===== config.mk =====
export PLATFORM = sky130hd
export DESIGN_NAME = mul_seq_ctrl
export DESIGN_NICKNAME = d
export VERILOG_FILES = /design/src/rtl/mul_seq_ctrl.sv
export SDC_FILE = /design/constraint.sdc
export NUM_CORES = 1
export LEC_CHECK = 0
export BUFFER_PORTS_ARGS = -buffer_cell sky130_fd_sc_hd__buf_2
export CAP_MARGIN = 20
export CORE_MARGIN = 2
export CORE_UTILIZATION = 30
export DETAILED_ROUTE_END_ITERATION = 8
export GPL_TIMING_DRIVEN = 0
export PLACE_DENSITY = 0.43
export SLEW_MARGIN = 10
export SYNTH_ARGS = -nofsm -noshare
export SYNTH_HDL_FRONTEND = slang
export SYNTH_SLANG_ARGS = --single-unit

===== constraint.sdc =====
create_clock -name clk -period 5.55 [get_ports clk]
set_input_delay 0.2775 -clock clk [delete_from_list [all_inputs] [get_ports clk]]
set_output_delay 0.2775 -clock clk [all_outputs]
set_load 0.03 [all_outputs]

===== src/rtl/mul_seq_ctrl.sv =====
// mul_seq_ctrl: sequencing controller for an approximate shift-add multiplier.
// One operand pair per transaction; the multiplier is walked one bit per clock
// after its lowest approx_lvl bits are dropped. Walking stops early once no
// set multiplier bits remain, so latency tracks the highest set bit.
module mul_seq_ctrl #(
   parameter int WIDTH = 8,
   parameter int LVLW  = $clog2(WIDTH + 1)
) (
   input  logic               clk,
   input  logic               rst_n,
   input  logic               in_valid,
   output logic               in_ready,
   input  logic [WIDTH-1:0]   a,
   input  logic [WIDTH-1:0]   b,
   input  logic [LVLW-1:0]    approx_lvl,
   output logic               out_valid,
   input  logic               out_ready,
   output logic [2*WIDTH-1:0] product,
   output logic               busy
);

   localparam logic [1:0] S_IDLE = 2'd0;
   localparam logic [1:0] S_RUN  = 2'd1;
   localparam logic [1:0] S_DONE = 2'd2;

   localparam logic [LVLW-1:0] WIDTH_L = LVLW'(WIDTH);
   localparam logic [LVLW-1:0] ONE_L   = {{(LVLW-1){1'b0}}, 1'b1};

   // Partial-product cell: the multiplicand gated by a single multiplier bit.
   function automatic logic [2*WIDTH-1:0] pp_gate(input logic [2*WIDTH-1:0] mcand,
                                                  input logic               mbit);
      pp_gate = mcand & {(2*WIDTH){mbit}};
   endfunction

   logic [1:0]           state_q,     state_d;
   logic [2*WIDTH-1:0]   acc_q,       acc_d;
   logic [2*WIDTH-1:0]   a_q,         a_d;
   logic [WIDTH-1:0]     b_q,         b_d;
   logic [LVLW-1:0]      cnt_q,       cnt_d;
   logic [2*WIDTH-1:0]   product_q,   product_d;
   logic                 in_ready_q,  in_ready_d;
   logic                 out_valid_q, out_valid_d;
   logic                 busy_q,      busy_d;

   logic [LVLW-1:0]      lvl_eff_s;
   logic [WIDTH-1:0]     b_shift_s;
   logic [2*WIDTH-1:0]   a_shift_s;
   logic [2*WIDTH-1:0]   acc_sum_s;

   // Clamp the approximation level to WIDTH and pre-align the operands for accept.
   always_comb begin
      if (approx_lvl > WIDTH_L) begin
         lvl_eff_s = WIDTH_L;
      end else begin
         lvl_eff_s = approx_lvl;
      end
      b_shift_s = b >> lvl_eff_s;
      a_shift_s = {{WIDTH{1'b0}}, a} << lvl_eff_s;
      acc_sum_s = acc_q + pp_gate(a_q, b_q[0]);
   end

   // Next-state and datapath update for the IDLE/RUN/DONE sequence.
   always_comb begin
      state_d   = state_q;
      acc_d     = acc_q;
      a_d       = a_q;
      b_d       = b_q;
      cnt_d     = cnt_q;
      product_d = product_q;
      case (state_q)
         S_IDLE: begin
            if (in_valid) begin
               a_d   = a_shift_s;
               b_d   = b_shift_s;
               cnt_d = WIDTH_L - lvl_eff_s;
               acc_d = {(2*WIDTH){1'b0}};
               if (b_shift_s == {WIDTH{1'b0}}) begin
                  // Nothing left to multiply: the product is zero, skip RUN.
                  state_d   = S_DONE;
                  product_d = {(2*WIDTH){1'b0}};
               end else begin
                  state_d = S_RUN;
               end
            end else begin
               state_d = S_IDLE;
            end
         end
         S_RUN: begin
            acc_d = acc_sum_s;
            a_d   = a_q << 1'b1;
            b_d   = b_q >> 1'b1;
            cnt_d = cnt_q - ONE_L;
            // Leave on the last bit or as soon as the remaining bits are all zero.
            if ((cnt_q == ONE_L) || ((b_q >> 1'b1) == {WIDTH{1'b0}})) begin
               state_d   = S_DONE;
               product_d = acc_sum_s;
            end else begin
               state_d = S_RUN;
            end
         end
         S_DONE: begin
            if (out_ready) begin
               state_d = S_IDLE;
            end else begin
               state_d = S_DONE;
            end
         end
         default: begin
            state_d = S_IDLE;
         end
      endcase
   end

   // Output flags decoded from the next state so they can be registered.
   always_comb begin
      in_ready_d  = (state_d == S_IDLE);
      out_valid_d = (state_d == S_DONE);
      busy_d      = (state_d == S_RUN) || (state_d == S_DONE);
   end

   // State, datapath and output registers; reset aborts any operation in flight.
   always_ff @(posedge clk or negedge rst_n) begin
      if (!rst_n) begin
         state_q     <= S_IDLE;
         acc_q       <= {(2*WIDTH){1'b0}};
         a_q         <= {(2*WIDTH){1'b0}};
         b_q         <= {WIDTH{1'b0}};
         cnt_q       <= {LVLW{1'b0}};
         product_q   <= {(2*WIDTH){1'b0}};
         in_ready_q  <= 1'b1;
         out_valid_q <= 1'b0;
         busy_q      <= 1'b0;
      end else begin
         state_q     <= state_d;
         acc_q       <= acc_d;
         a_q         <= a_d;
         b_q         <= b_d;
         cnt_q       <= cnt_d;
         product_q   <= product_d;
         in_ready_q  <= in_ready_d;
         out_valid_q <= out_valid_d;
         busy_q      <= busy_d;
      end
   end

   assign in_ready  = in_ready_q;
   assign out_valid = out_valid_q;
   assign busy      = busy_q;
   assign product   = product_q;

endmodule


==> impl_metrics.sql, run 1 <==
INSERT INTO impl_metrics (metric_group, metric, value, unit) VALUES
('outcome', 'status', 'finished clean', ''),
('setup_path', 'critPathLaunchType', 'flip-flop', ''),
('grt', 'grt_overflow_total', '0', ''),
('setup_path', 'crit_path_frequent_cell', 'sky130_fd_sc_hd__o21ai_0', ''),
('grt', 'track_usage', '17.7', '%'),
('timing', 'final_period_minus_worst_setup_slack', '3.29', 'ns'),
('floorplanning', 'coreArea', '13800', 'µm²'),
('synthesis', 'synthesis.area_per_instance', '9.21', 'µm²'),
('setup_path', 'worst_r2r_startpoint', 'b_q[0]', ''),
('floorplanning', 'dieArea', '15100', 'µm²'),
('drt', 'drt_first_iter_violations', '169', ''),
('power', 'power_leakage', '2.31', 'nW'),
('layout', 'post_route_cells_drive_above_1_share', '16.9', '%'),
('synthesis', 'synth-main-ff-cell', 'sky130_fd_sc_hd__dfrtp_1', ''),
('power', 'power_frac_clock', '21.1', '%'),
('setup_path', 'reg2regPathDepth', '9', ''),
('setup_path', 'worstPathArrival', '3.56', 'ns'),
('drt', 'drt-total-wl', '12300', 'µm'),
('floorplanning', 'die_x', '123', 'µm'),
('grt', 'grt_most_used_layer', 'met2', ''),
('setup_path', 'cp.required', '5.82', 'ns'),
('layout', 'finish.net_count', '559', ''),
('hold_path', 'worstHoldStart', 'out_ready', ''),
('clock_network', 'htreeDepth', '3', ''),
('setup_path', 'timing.critical_path.cells', 'clkbuf_1, and2_1, ha_1, o21ai_0, nor3_1, a221oi_1, o21ai_0, xor2_1, a22o_1', ''),
('clock_network', 'number_of_buffers_on_the_longest_clock_path', '2', ''),
('grt', 'met1_capacity_usage_during_global_routing', '25.2', '%'),
('hold_path', 'holdPathEnd', 'state_q[1]', ''),
('synthesis', 'sequential_share_of_the_synthesized_area', '38.4', '%'),
('floorplanning', 'io-pin-count', '43', ''),
('setup_path', 'critical_path_class', 'reg2reg', ''),
('drt', 'detail_route.first_pass.iterations', '5', ''),
('timing', 'achievable-frequency', '304', 'MHz'),
('setup_path', 'worstSetupEndpointType', 'flip-flop', ''),
('layout', 'synthToLayoutAreaGrowth', '17.9', '%'),
('grt', 'grt_pass1_wl', '20400', 'µm'),
('timing', 'final_min_period_over_clock_period', '59.3', '%'),
('power', 'peakVddDrop', '137', 'µV'),
('synthesis', 'post-synth-top-area-cell', 'sky130_fd_sc_hd__dfrtp_1', ''),
('timing', 'drv_slew', '0', ''),
('synthesis', 'ys_top_cells_by_area', 'sky130_fd_sc_hd__dfrtp_1 (38%), sky130_fd_sc_hd__ha_1 (5.6%), sky130_fd_sc_hd__o21ai_0 (4.8%)', ''),
('clock_network', 'tritoncts_clock_tree', 'done', ''),
('timing', 'setup_viol', '0', ''),
('power', 'share_seq_of_total_power', '29.8', '%'),
('timing', 'worst_slew_pin_slew', '0.670', 'ns'),
('flow_run', 'drv.max_cap_violation_count', '0', ''),
('synthesis', 'yosysWarnings', '0', ''),
('timing', 'maxSlewHeadroom', '55.0', '%'),
('synthesis', 'post_synth_inst_count', '460', ''),
('hold_path', 'worst_hold_path_type', 'in2reg', ''),
('power', 'p_per_area', '536', 'nW/µm²'),
('setup_path', 'crit_path_top_delay_cell', 'sky130_fd_sc_hd__a221oi_1', ''),
('clock_network', 'clock_transition_at_the_registers_of_the_reported_paths', '0.06', 'ns'),
('clock_network', 'ctsRootBufferMaster', 'sky130_fd_sc_hd__clkbuf_16', ''),
('floorplanning', 'fp-row-count', '43', ''),
('layout', 'utilization', '36.1', '%'),
('floorplanning', 'initial_util', '30.6', '%'),
('drt', 'via_count', '3732', ''),
('synthesis', 'yosys_register_bits', '65', ''),
('clock_network', 'cts_inserted_buffers', '9', ''),
('synthesis', 'synth_edf_count', '0', ''),
('clock_network', 'clock_insertion_delay_worst_skew', '0.33', 'ns'),
('placement', 'place.port_buffers', '42', ''),
('clock_network', 'cts.sink_count', '65', ''),
('floorplanning', 'die_height', '123', 'µm'),
('synthesis', 'netlist.area_leader.share', '37.8', '%'),
('setup_path', 'crit_path_max_incr_delay', '0.58', 'ns'),
('grt', 'antenna_found_initial', '0', ''),
('grt', 'grt_use_met3', '3.16', '%'),
('grt', 'first_global_vias', '3742', ''),
('placement', 'detailed_place_hpwl', '9330', 'µm');
-- kinds of logic (layout without fill, tap and decap cells) --
group | count (synthesis) | count (layout) | share of synthesized area, %
compound gates | 149 | 149 | 23.2
buf+inv | 39 | 99 | 4.40
fa+ha+maj | 20 | 20 | 6.08
xor+xnor | 12 | 12 | 2.48
flops | 65 | 65 | 38.4
mux | 31 | 31 | 8.95
simple gates | 144 | 144 | 16.5
-- what timing repair did --
item	CTS	global route
hold endpoints to repair	27	0
hold buffers	1	0
gates resized for setup	0	0
setup endpoints to repair	0	0
buffers inserted	0	0
-- state kept, by name, summed over array words and instances, names as in the netlist --
signal	count
a_q	16
acc_q	16
b_q	8
busy	1
cnt_q	4
in_ready	1
out_valid	1
product	16
state_q	2
-- critical path: cells and delay by family (launching register included) --
family | cells | cell delay (ns)
AO/OA/AOI/OAI | 4 | 1.46
flip-flops | 1 | 0.53
XOR/XNOR | 1 | 0.35
buffers and inverters | 1 | 0.32
AND/OR/NAND/NOR | 2 | 0.30
adder cells (fa/ha/maj) | 1 | 0.26
-- synth_stat cells, types with 8 or more instances --
| master | instances |
|---|---|
| sky130_fd_sc_hd__a31oi_1 | 8 |
| sky130_fd_sc_hd__a21oi_1 | 34 |
| sky130_fd_sc_hd__nand2_1 | 46 |
| sky130_fd_sc_hd__o21ai_0 | 41 |
| sky130_fd_sc_hd__a22o_1 | 8 |
| sky130_fd_sc_hd__mux2_2 | 12 |
| sky130_fd_sc_hd__and2_1 | 18 |
| sky130_fd_sc_hd__a211oi_1 | 9 |
| sky130_fd_sc_hd__clkbuf_1 | 16 |
| sky130_fd_sc_hd__dfrtp_1 | 64 |
| sky130_fd_sc_hd__a21o_1 | 12 |
| sky130_fd_sc_hd__nor2_1 | 34 |
| sky130_fd_sc_hd__nor3_1 | 9 |
| sky130_fd_sc_hd__inv_1 | 13 |
| sky130_fd_sc_hd__ha_1 | 19 |
| sky130_fd_sc_hd__mux2i_1 | 15 |
| sky130_fd_sc_hd__nand3_1 | 8 |
-- per-stage QoR --
| step | std cells | power (W) | setup slack, ns | hold slack (ns) | instance area [µm²] |
|---|---|---|---|---|---|
| after global placement | 682 | 0.00212 | 2.30 | 0.463 | 4670 |
| after floorplan | 460 | 0.00172 | 3.04 | -0.0181 | 4240 |
| after detailed placement | 683 | 0.00214 | 2.34 | 0.250 | 4690 |
| final | 700 | 0.00268 | 2.26 | 0.204 | 4990 |
| after CTS | 700 | 0.00272 | 2.29 | 0.194 | 4990 |
| after global routing | 700 | 0.00292 | 2.07 | 0.213 | 4990 |
-- final cells by class --
type | count | area, µm²
clock inverters | 3 | 40.0
flip-flops and latches | 65 | 1630
inverters | 13 | 48.8
well taps | 180 | 225
plain buffers | 26 | 138
fillers | 1436 | 8830
repair buffers | 44 | 243
multi-input cells | 356 | 2420
clock buffers | 13 | 250
-- power by group through the flow --
stage | Clock (W) | Combinational (W) | Sequential, W
floorplan | 0 | 0.000846 | 0.000874
global placement | 0 | 0.00132 | 0.000805
detailed placement | 0 | 0.00133 | 0.000806
CTS | 0.000580 | 0.00134 | 0.000800
global route | 0.000608 | 0.00149 | 0.000822
finish | 0.000565 | 0.00132 | 0.000798
-- placed cells by master, fill, tap and decap left out, drive strengths merged, types with 5 or more instances in the layout --
cell type,netlist,final
dfrtp,64,64
buf,10,53
nand2,46,46
o21ai,43,43
nor2,36,36
a21oi,35,35
clkbuf,16,29
ha,19,19
and2,18,18
mux2i,15,15
inv,13,13
mux2,12,12
a21o,12,12
a211oi,10,10
nor3,10,10
nand3,8,8
a31oi,8,8
a22o,8,8
nand2b,7,7
xor2,7,7
a22oi,6,6
xnor2,5,5
-- worst max path at each step --
stage / cells past startpoint / slack, ns / end / from
CTS: 9 / 2.29 / acc_q[13] / b_q[0]
global placement: 9 / 2.30 / acc_q[13] / b_q[0]
floorplan: 9 / 3.04 / product[12] / b_q[0]
detailed placement: 9 / 2.34 / acc_q[13] / b_q[0]
global route: 9 / 2.07 / acc_q[13] / b_q[0]
finish: 9 / 2.26 / acc_q[13] / b_q[0]
-- layer usage --
metal  vias to the layer above  routed length (µm)
li1                       1798                   -
met1                      1829                6020
met2                        98                5670
met3                         7                 523
met4                         0                 131
met5                         -                   0
Note: power is estimated with default switching activity, not from simulation.
==> run 2, diff against run 1 <==
--- a/config.mk
+++ b/config.mk
@@ -5,13 +5,14 @@
 export SDC_FILE = /design/constraint.sdc
 export NUM_CORES = 1
 export LEC_CHECK = 0
+export ABC_AREA = 1
 export BUFFER_PORTS_ARGS = -buffer_cell sky130_fd_sc_hd__buf_2
 export CAP_MARGIN = 20
 export CORE_MARGIN = 2
 export CORE_UTILIZATION = 30
 export DETAILED_ROUTE_END_ITERATION = 8
 export GPL_TIMING_DRIVEN = 0
-export PLACE_DENSITY = 0.43
+export PLACE_DENSITY = 0.45
 export SLEW_MARGIN = 10
 export SYNTH_ARGS = -nofsm -noshare
 export SYNTH_HDL_FRONTEND = slang
==> constraint.sdc (replaced) <==
create_clock -name clk -period 2.8 [get_ports clk]
set_input_delay 0.14 -clock clk [delete_from_list [all_inputs] [get_ports clk]]
set_output_delay 0.14 -clock clk [all_outputs]
set_load 0.03 [all_outputs]
==> run 2 against run 1 <==
Effect of this change:
- global-route usage fell by 0.39 points
- largest cell class unchanged
- synthesized area rose by 1.0%
- critical path type unchanged
- sequential power up 92%
- critical path depth stayed put
==> impl_metrics.sql, run 2 <==
INSERT INTO impl_metrics (metric_group, metric, value, unit) VALUES
('outcome', 'status', 'finished clean', ''),
('grt', 'grt_use_met3', '3.87', '%'),
('setup_path', 'ff2ff_setup_slack', '0.31', 'ns'),
('drt', 'routed_via_density', '4.98', ''),
('synthesis', 'synthSimpleGateAreaFrac', '30.1', '%'),
('drt', 'drt_first_iter_violations', '256', ''),
('grt', 'first_global_vias', '4129', ''),
('drt', 'drc', '0', ''),
('drt', 'via_count', '4152', ''),
('power', 'design_power_total', '0.00488', 'W'),
('drt', 'average_wire_per_cell_in_the_routed_design', '14.5', 'µm'),
('synthesis', 'yosys_register_bits', '65', ''),
('drt', 'drt-total-wl', '12100', 'µm'),
('timing', 'worst_slew_pin_slew', '0.737', 'ns'),
('floorplanning', 'io-pin-count', '43', ''),
('hold_path', 'worst_hold_path_type', 'in2reg', ''),
('timing', 'final_min_period_over_clock_period', '89.0', '%'),
('grt', 'grt_overflow_total', '0', ''),
('power', 'power.switching', '0.00219', 'W'),
('synthesis', 'sequential_share_of_the_synthesized_area', '38.0', '%'),
('timing', 'finClkSkew', '0.00826', 'ns'),
('clock_network', 'tritoncts_clock_tree', 'done', ''),
('power', 'power_frac_clock', '23.1', '%'),
('synthesis', 'yosysWarnings', '0', ''),
('power', 'power.internal', '0.00269', 'W'),
('timing', 'setup_viol', '0', ''),
('synthesis', 'ys_top_cells_by_area', 'sky130_fd_sc_hd__dfrtp_1 (37%), sky130_fd_sc_hd__nand2_1 (16%), sky130_fd_sc_hd__o21ai_0 (7.4%)', ''),
('synthesis', 'yosys-mux-area-fraction', '0', '%'),
('grt', 'grt_most_used_layer', 'met2', ''),
('setup_path', 'timing.critical_path.cells', 'nor2_1, nand2_1, inv_1, nor2_1, inv_1, buf_2, buf_1, nand4_1, nand2_1', ''),
('floorplanning', 'fp-row-count', '43', ''),
('setup_path', 'worstSetupEndpointType', 'flip-flop', ''),
('setup_path', 'worst_r2r_startpoint', 'state_q[0]', ''),
('power', 'power_leakage', '2.73', 'nW'),
('layout', 'antenna_diode_instance_count', '0', ''),
('timing', 'setup_tns', '0', 'ns'),
('synthesis', 'yosysMostFrequentCell', 'sky130_fd_sc_hd__nand2_1', ''),
('drt', 'detail_route.first_pass.iterations', '6', ''),
('timing', 'maxSlewHeadroom', '50.3', '%'),
('floorplanning', 'die_x', '123', 'µm'),
('synthesis', 'netlist_area', '4280', 'µm²'),
('floorplanning', 'initial_util', '30.7', '%'),
('grt', 'track_usage', '17.3', '%'),
('setup_path', 'cp.required', '3.08', 'ns'),
('timing', 'post-route-worst-setup-slack', '0.309', 'ns'),
('power', 'peakVddDrop', '442', 'µV'),
('setup_path', 'termination_of_the_worst_setup_path', 'product[13]', ''),
('grt', 'met1_capacity_usage_during_global_routing', '22.2', '%'),
('synthesis', 'yosys.area_share.xor_xnor', '0.818', '%'),
('grt', 'groute.layer.met2.usage', '28.9', '%'),
('power', 'power.share.switching', '44.9', '%'),
('layout', 'synthToLayoutAreaGrowth', '17.9', '%'),
('power', 'fraction_of_power_consumed_by_combinational_cells', '45.4', '%'),
('clock_network', 'clock_insertion_delay_worst_skew', '0.34', 'ns'),
('clock_network', 'number_of_buffers_on_the_longest_clock_path', '2', ''),
('layout', 'mostFrequentLayoutCell', 'sky130_fd_sc_hd__nand2_1', ''),
('timing', 'drv_slew', '0', ''),
('setup_path', 'crit_path_max_incr_delay', '0.44', 'ns'),
('setup_path', 'critical_path_class', 'reg2reg', ''),
('setup_path', 'reg2regPathDepth', '9', ''),
('floorplanning', 'coreArea', '13900', 'µm²'),
('clock_network', 'clock_transition_at_the_registers_of_the_reported_paths', '0.06', 'ns'),
('synthesis', 'synthesis.area_per_instance', '7.21', 'µm²'),
('grt', 'antenna_found_initial', '0', ''),
('synthesis', 'synth-main-ff-cell', 'sky130_fd_sc_hd__dfrtp_1', ''),
('power', 'share_seq_of_total_power', '31.5', '%'),
('floorplanning', 'dieArea', '15200', 'µm²'),
('layout', 'mostFrequentLayoutCells', 'sky130_fd_sc_hd__nand2_1 (181), sky130_fd_sc_hd__o21ai_0 (63), sky130_fd_sc_hd__dfrtp_1 (63), sky130_fd_sc_hd__inv_1 (52), sky130_fd_sc_hd__buf_2 (45)', ''),
('placement', 'place.port_buffers', '42', ''),
('drt', 'final_antenna_net_count', '0', ''),
('flow_run', 'drv.max_cap_violation_count', '0', ''),
('setup_path', 'timing.critical_path.max_delay_family', 'buffers and inverters', ''),
('setup_path', 'crit_path_start', 'state_q[0]', ''),
('timing', 'achievable-frequency', '401', 'MHz'),
('placement', 'detailedPlace.worstSlack', '-0.0724', 'ns'),
('setup_path', 'crit_path_top_delay_cell', 'sky130_fd_sc_hd__buf_1', ''),
('timing', 'hold_viol_final', '0', ''),
('timing', 'final_period_minus_worst_setup_slack', '2.49', 'ns'),
('synthesis', 'combinational_family_with_the_most_area_after_synthesis', 'simple AND/OR/NAND/NOR gates', ''),
('synthesis', 'synth_edf_count', '0', ''),
('timing', 'fin_worst_hold_slack', '0.124', 'ns'),
('synthesis', 'netlist.area_leader.share', '37.4', '%'),
('setup_path', 'crit-reg2reg-capture', 'product[13]', ''),
('setup_path', 'worstPathArrival', '2.77', 'ns'),
('synthesis', 'synth_compound_gate_area_share', '17.5', '%'),
('clock_network', 'cts.sink_count', '65', ''),
('synthesis', 'synth-adder-area-share', '6.02', '%'),
('layout', 'finish.net_count', '692', ''),
('grt', 'largest_net_degree_at_the_start_of_global_routing', '40', ''),
('floorplanning', 'die_height', '123', 'µm'),
('layout', 'post_route_cells_drive_above_1_share', '12.6', '%'),
('synthesis', 'postSynthNetCount', '638', ''),
('timing', 'rsz0062_at_grt', 'no', ''),
('setup_path', 'critical_path_buffer_and_inverter_count', '4', ''),
('clock_network', 'cts_inserted_buffers', '9', ''),
('setup_path', 'number_of_stages_on_the_worst_setup_path', '9', ''),
('synthesis', 'post_synth_num_cell_types', '42', ''),
('synthesis', 'post_synth_inst_count', '594', ''),
('setup_path', 'critPathLaunchType', 'flip-flop', ''),
('setup_path', 'crit_fanout', '10', ''),
('synthesis', 'post-synth-top-area-cell', 'sky130_fd_sc_hd__dfrtp_1', ''),
('power', 'p_per_area', '967', 'nW/µm²'),
('grt', 'grt_pass1_wl', '20200', 'µm'),
('placement', 'detailed_place_hpwl', '9590', 'µm'),
('clock_network', 'ctsRootBufferMaster', 'sky130_fd_sc_hd__clkbuf_16', ''),
('clock_network', 'htreeDepth', '3', ''),
('synthesis', 'async_reset_ff_share', '100', '%'),
('placement', 'finalWeightedCongestion', '0.925', ''),
('synthesis', 'synth.cells.most_frequent', 'sky130_fd_sc_hd__nand2_1 (181), sky130_fd_sc_hd__dfrtp_1 (64), sky130_fd_sc_hd__o21ai_0 (63)', '');
[run 2: kinds of logic after synthesis]
family / Yosys count
fa+ha+maj: 20
flops: 65
buf+inv: 78
compound gates: 129
xor+xnor: 4
simple gates: 298
[run 2: per-stage QoR]
stage	area [µm²]	instances	util [%]
final	5040	833	36.2
after CTS	5050	834	36.2
after global routing	5040	833	36.2
after detailed placement	4740	817	34.0
after global placement	4720	816	33.8
after floorplan	4280	594	-
[run 2: worst min path at each step]
stage	from	end	slack [ns]	depth (start not counted)
5_1_grt	approx_lvl[2]	a_q[5]	0.14	4
4_1_cts	approx_lvl[2]	a_q[5]	0.13	4
6_report	approx_lvl[2]	a_q[5]	0.12	4
3_5_place_dp	rst_n	product[0]	0.09	1
3_3_place_gp	product[15]	product[15]	0.45	2
2_1_floorplan	rst_n	a_q[0]	-0.16	0
[run 2: cell type report]
type	count	area (µm²)
plain buffers	23	115
clock buffers	11	243
clock inverters	5	55.1
fillers	1500	8890
inverters	54	203
multi-input cells	451	2330
flip-flops and latches	65	1630
well taps	180	225
repair buffers	44	243
[run 2: worst reg2reg max path, cell delays in order (launching register included)]
cell                      delay [ns]
sky130_fd_sc_hd__dfrtp_1        0.39
sky130_fd_sc_hd__nor2_1         0.28
sky130_fd_sc_hd__nand2_1        0.27
sky130_fd_sc_hd__inv_1          0.28
sky130_fd_sc_hd__nor2_1         0.16
sky130_fd_sc_hd__inv_1          0.13
sky130_fd_sc_hd__buf_2          0.22
sky130_fd_sc_hd__buf_1          0.44
sky130_fd_sc_hd__nand4_1        0.17
sky130_fd_sc_hd__nand2_1        0.10
[run 2: power groups by stage]
stage	Combinational, W	Sequential [W]	Clock (W)
final	0.00222	0.00153	0.00113
after global routing	0.00254	0.00159	0.00120
after detailed placement	0.00226	0.00153	0
after floorplan	0.00138	0.00170	0
after global placement	0.00224	0.00153	0
after CTS	0.00227	0.00152	0.00116
[run 2: per-layer routing]
layer  vias up  part of all wire [%]  wire length (µm)
met5         -                     0                 0
met4         0                   2.1               248
li1       2104                     -                 -
met2        77                    47              5660
met1      1953                    48              5750
met3        18                   3.5               417
[run 2: repair_timing]
action / 4_1_cts / 5_1_grt
setup endpoints to repair: 2 / 8
hold endpoints to repair: 26 / 0
resized for setup: 1 / 2
setup buffers: 0 / 0
hold buffers: 1 / 0
pin swaps: 0 / 0
cloned: 0 / 0
==> run 3, diff against run 2 <==
--- a/config.mk
+++ b/config.mk
@@ -11,8 +11,8 @@
 export CORE_MARGIN = 2
 export CORE_UTILIZATION = 30
 export DETAILED_ROUTE_END_ITERATION = 8
-export GPL_TIMING_DRIVEN = 0
-export PLACE_DENSITY = 0.45
+export PLACE_DENSITY = 0.47
+export REMOVE_ABC_BUFFERS = 1
 export SLEW_MARGIN = 10
 export SYNTH_ARGS = -nofsm -noshare
 export SYNTH_HDL_FRONTEND = slang
==> run 3 against run 2 <==
Effect of this change:
- hold slack better by 0.025 ns
- power fell by 4.4%
- design area fell by 1.8%
- count of clock-buffer cells in the layout is 1 higher
- final cell count decreased by 1.9%
- utilization is 0.65 points lower
- highest routed layer unchanged
- via count fell by 4.0%
==> impl_metrics.sql, run 3 (synthesis results as in run 2) <==
INSERT INTO impl_metrics (metric_group, metric, value, unit) VALUES
('grt', 'grt_pass1_wl', '19600', 'µm'),
('setup_path', 'critical_path_class', 'reg2reg', ''),
('floorplanning', 'io-pin-count', '43', ''),
('layout', 'mostFrequentLayoutCells', 'sky130_fd_sc_hd__nand2_1 (181), sky130_fd_sc_hd__dfrtp_1 (64), sky130_fd_sc_hd__o21ai_0 (63), sky130_fd_sc_hd__inv_1 (52), sky130_fd_sc_hd__buf_2 (42)', ''),
('floorplanning', 'coreArea', '13900', 'µm²'),
('hold_path', 'worst_hold_path_type', 'in2reg', ''),
('power', 'peakVddDrop', '276', 'µV'),
('drt', 'drt-total-wl', '11200', 'µm'),
('layout', 'post_route_cells_drive_above_1_share', '12.4', '%'),
('setup_path', 'worstPathArrival', '2.68', 'ns'),
('timing', 'achievable-frequency', '414', 'MHz'),
('timing', 'hold_viol_final', '0', ''),
('floorplanning', 'dieArea', '15200', 'µm²'),
('power', 'p_per_area', '941', 'nW/µm²'),
('setup_path', 'crit_path_frequent_cell', 'sky130_fd_sc_hd__nand2_1', ''),
('grt', 'grt_overflow_total', '0', ''),
('flow_run', 'drv.max_cap_violation_count', '0', ''),
('grt', 'first_global_vias', '4057', ''),
('power', 'design_power_total', '0.00466', 'W'),
('timing', 'rsz0062_at_grt', 'no', ''),
('setup_path', 'critPathLaunchType', 'flip-flop', ''),
('drt', 'average_wire_per_cell_in_the_routed_design', '13.8', 'µm'),
('drt', 'detail_route.first_pass.iterations', '5', ''),
('placement', 'finalWeightedCongestion', '0.893', ''),
('drt', 'routed_via_density', '4.88', ''),
('setup_path', 'timing.critical_path.cells', 'nand2_1, inv_1, ha_1, fa_1, nand3_1, nand2_1, a21boi_0, inv_1, a21o_1, nand2_1, nand2_1, nor2_1, nand4_1, nand2_1', ''),
('setup_path', 'worstSetupEndpointType', 'flip-flop', ''),
('setup_path', 'crit_fanout', '10', ''),
('layout', 'synthToLayoutAreaGrowth', '15.8', '%'),
('layout', 'finish.net_count', '677', ''),
('layout', 'utilization', '35.6', '%'),
('floorplanning', 'die_x', '123', 'µm'),
('timing', 'maxSlewHeadroom', '51.3', '%'),
('floorplanning', 'initial_util', '30.7', '%'),
('setup_path', 'crit_path_max_incr_delay', '0.47', 'ns'),
('placement', 'detailed_place_hpwl', '8500', 'µm'),
('drt', 'final_antenna_net_count', '0', ''),
('timing', 'worst_slew_pin_slew', '0.730', 'ns'),
('clock_network', 'cts.sink_count', '65', ''),
('setup_path', 'crit_path_top_delay_cell', 'sky130_fd_sc_hd__dfrtp_1', ''),
('layout', 'mostFrequentLayoutCell', 'sky130_fd_sc_hd__nand2_1', ''),
('power', 'power_leakage', '2.70', 'nW'),
('clock_network', 'htreeDepth', '3', ''),
('timing', 'setup_viol', '0', ''),
('timing', 'drv_slew', '0', ''),
('drt', 'drt_first_iter_violations', '290', ''),
('placement', 'place.port_buffers', '42', ''),
('timing', 'final_min_period_over_clock_period', '86.4', '%'),
('clock_network', 'ctsRootBufferMaster', 'sky130_fd_sc_hd__clkbuf_16', ''),
('drt', 'drc', '0', ''),
('timing', 'final_period_minus_worst_setup_slack', '2.42', 'ns'),
('floorplanning', 'die_height', '123', 'µm'),
('floorplanning', 'fp-row-count', '43', ''),
('clock_network', 'number_of_buffers_on_the_longest_clock_path', '2', ''),
('clock_network', 'clock_insertion_delay_worst_skew', '0.33', 'ns'),
('layout', 'antenna_diode_instance_count', '0', ''),
('drt', 'via_count', '3985', ''),
('grt', 'antenna_found_initial', '0', ''),
('grt', 'largest_net_degree_at_the_start_of_global_routing', '38', ''),
('clock_network', 'tritoncts_clock_tree', 'done', ''),
('grt', 'track_usage', '16.2', '%'),
('clock_network', 'cts_inserted_buffers', '9', ''),
('outcome', 'status', 'finished clean', ''),
('clock_network', 'clock_transition_at_the_registers_of_the_reported_paths', '0.06', 'ns'),
('setup_path', 'cp.required', '3.07', 'ns'),
('timing', 'finClkSkew', '0.00979', 'ns'),
('clock_network', 'cts.repair_timing.setup_buffer_count', '0', '');
-- run 3: cell count changes in the layout (fill, tap and decap cells not counted), moves of 2 or more --
| cell | previous run | this run |
|---|---|---|
| sky130_fd_sc_hd__buf_4 | 3 | 8 |
| sky130_fd_sc_hd__buf_1 | 3 | 0 |
| sky130_fd_sc_hd__buf_2 | 45 | 42 |
| sky130_fd_sc_hd__clkbuf_1 | 12 | 2 |
| sky130_fd_sc_hd__buf_6 | 2 | 0 |
-- run 3: critical path: cells and delay by family (launching register included) --
family / cells / cell delay [ns]
AO/OA/AOI/OAI: 2 / 0.42
adder cells (fa/ha/maj): 2 / 0.61
buffers and inverters: 2 / 0.16
flip-flops: 1 / 0.47
AND/OR/NAND/NOR: 8 / 0.70
-- run 3: report_power, final --
group          total, W  internal (W)  leakage [nW]  switching [W]
clock           0.00101      0.000615         0.128       0.000397
combinational   0.00211      0.000654          1.71        0.00146
sequential      0.00154       0.00130         0.861       0.000239
-- run 3: cell type report --
class / count / area, µm²
fill: 1527 / 8980
multi-input combinational: 451 / 2330
sequential: 65 / 1630
timing repair buffer: 52 / 300
clock buffer: 12 / 246
tap: 180 / 225
inverter: 54 / 203
clock inverter: 3 / 17.5
-- run 3: path summary, 6_finish.rpt --
kind / end / cells past startpoint / start / slack, ns
hold / removal: b_q[7] / 3 / b[7] / 0.15
min in group asynchronous: product[5] / 2 / rst_n / 0.41
setup reg to reg: product[10] / 14 / b_q[0] / 0.38
max in group asynchronous: in_ready / 3 / rst_n / 1.67
setup / recovery: product[10] / 14 / b_q[0] / 0.38
hold reg to reg: product[6] / 2 / product[6] / 0.46
-- run 3: what timing repair did --
item                      in CTS  in global routing
hold endpoints to repair      29                  0
gates resized for setup        0                  0
hold buffers                   1                  0
-- run 3: routing by layer --
layer	up-vias	wire length (µm)	global-route usage, %
li1	2077	-	-
met5	-	0	0
met3	11	408	2.58
met4	0	132	4.90
met1	1813	5770	22.2
met2	84	4930	26.1
-- run 3: stage by stage --
step	TNS (ns)	hold slack (ns)	std cells	instance area (µm²)	setup WS (ns)
floorplan	-29.28	-0.156	570	4160	-1.10
global placement	0	0.242	801	4680	0.439
detailed placement	0	0.251	801	4680	0.420
CTS	0	0.142	817	4950	0.404
global route	0	0.173	817	4950	0.148
finish	0	0.149	817	4950	0.382
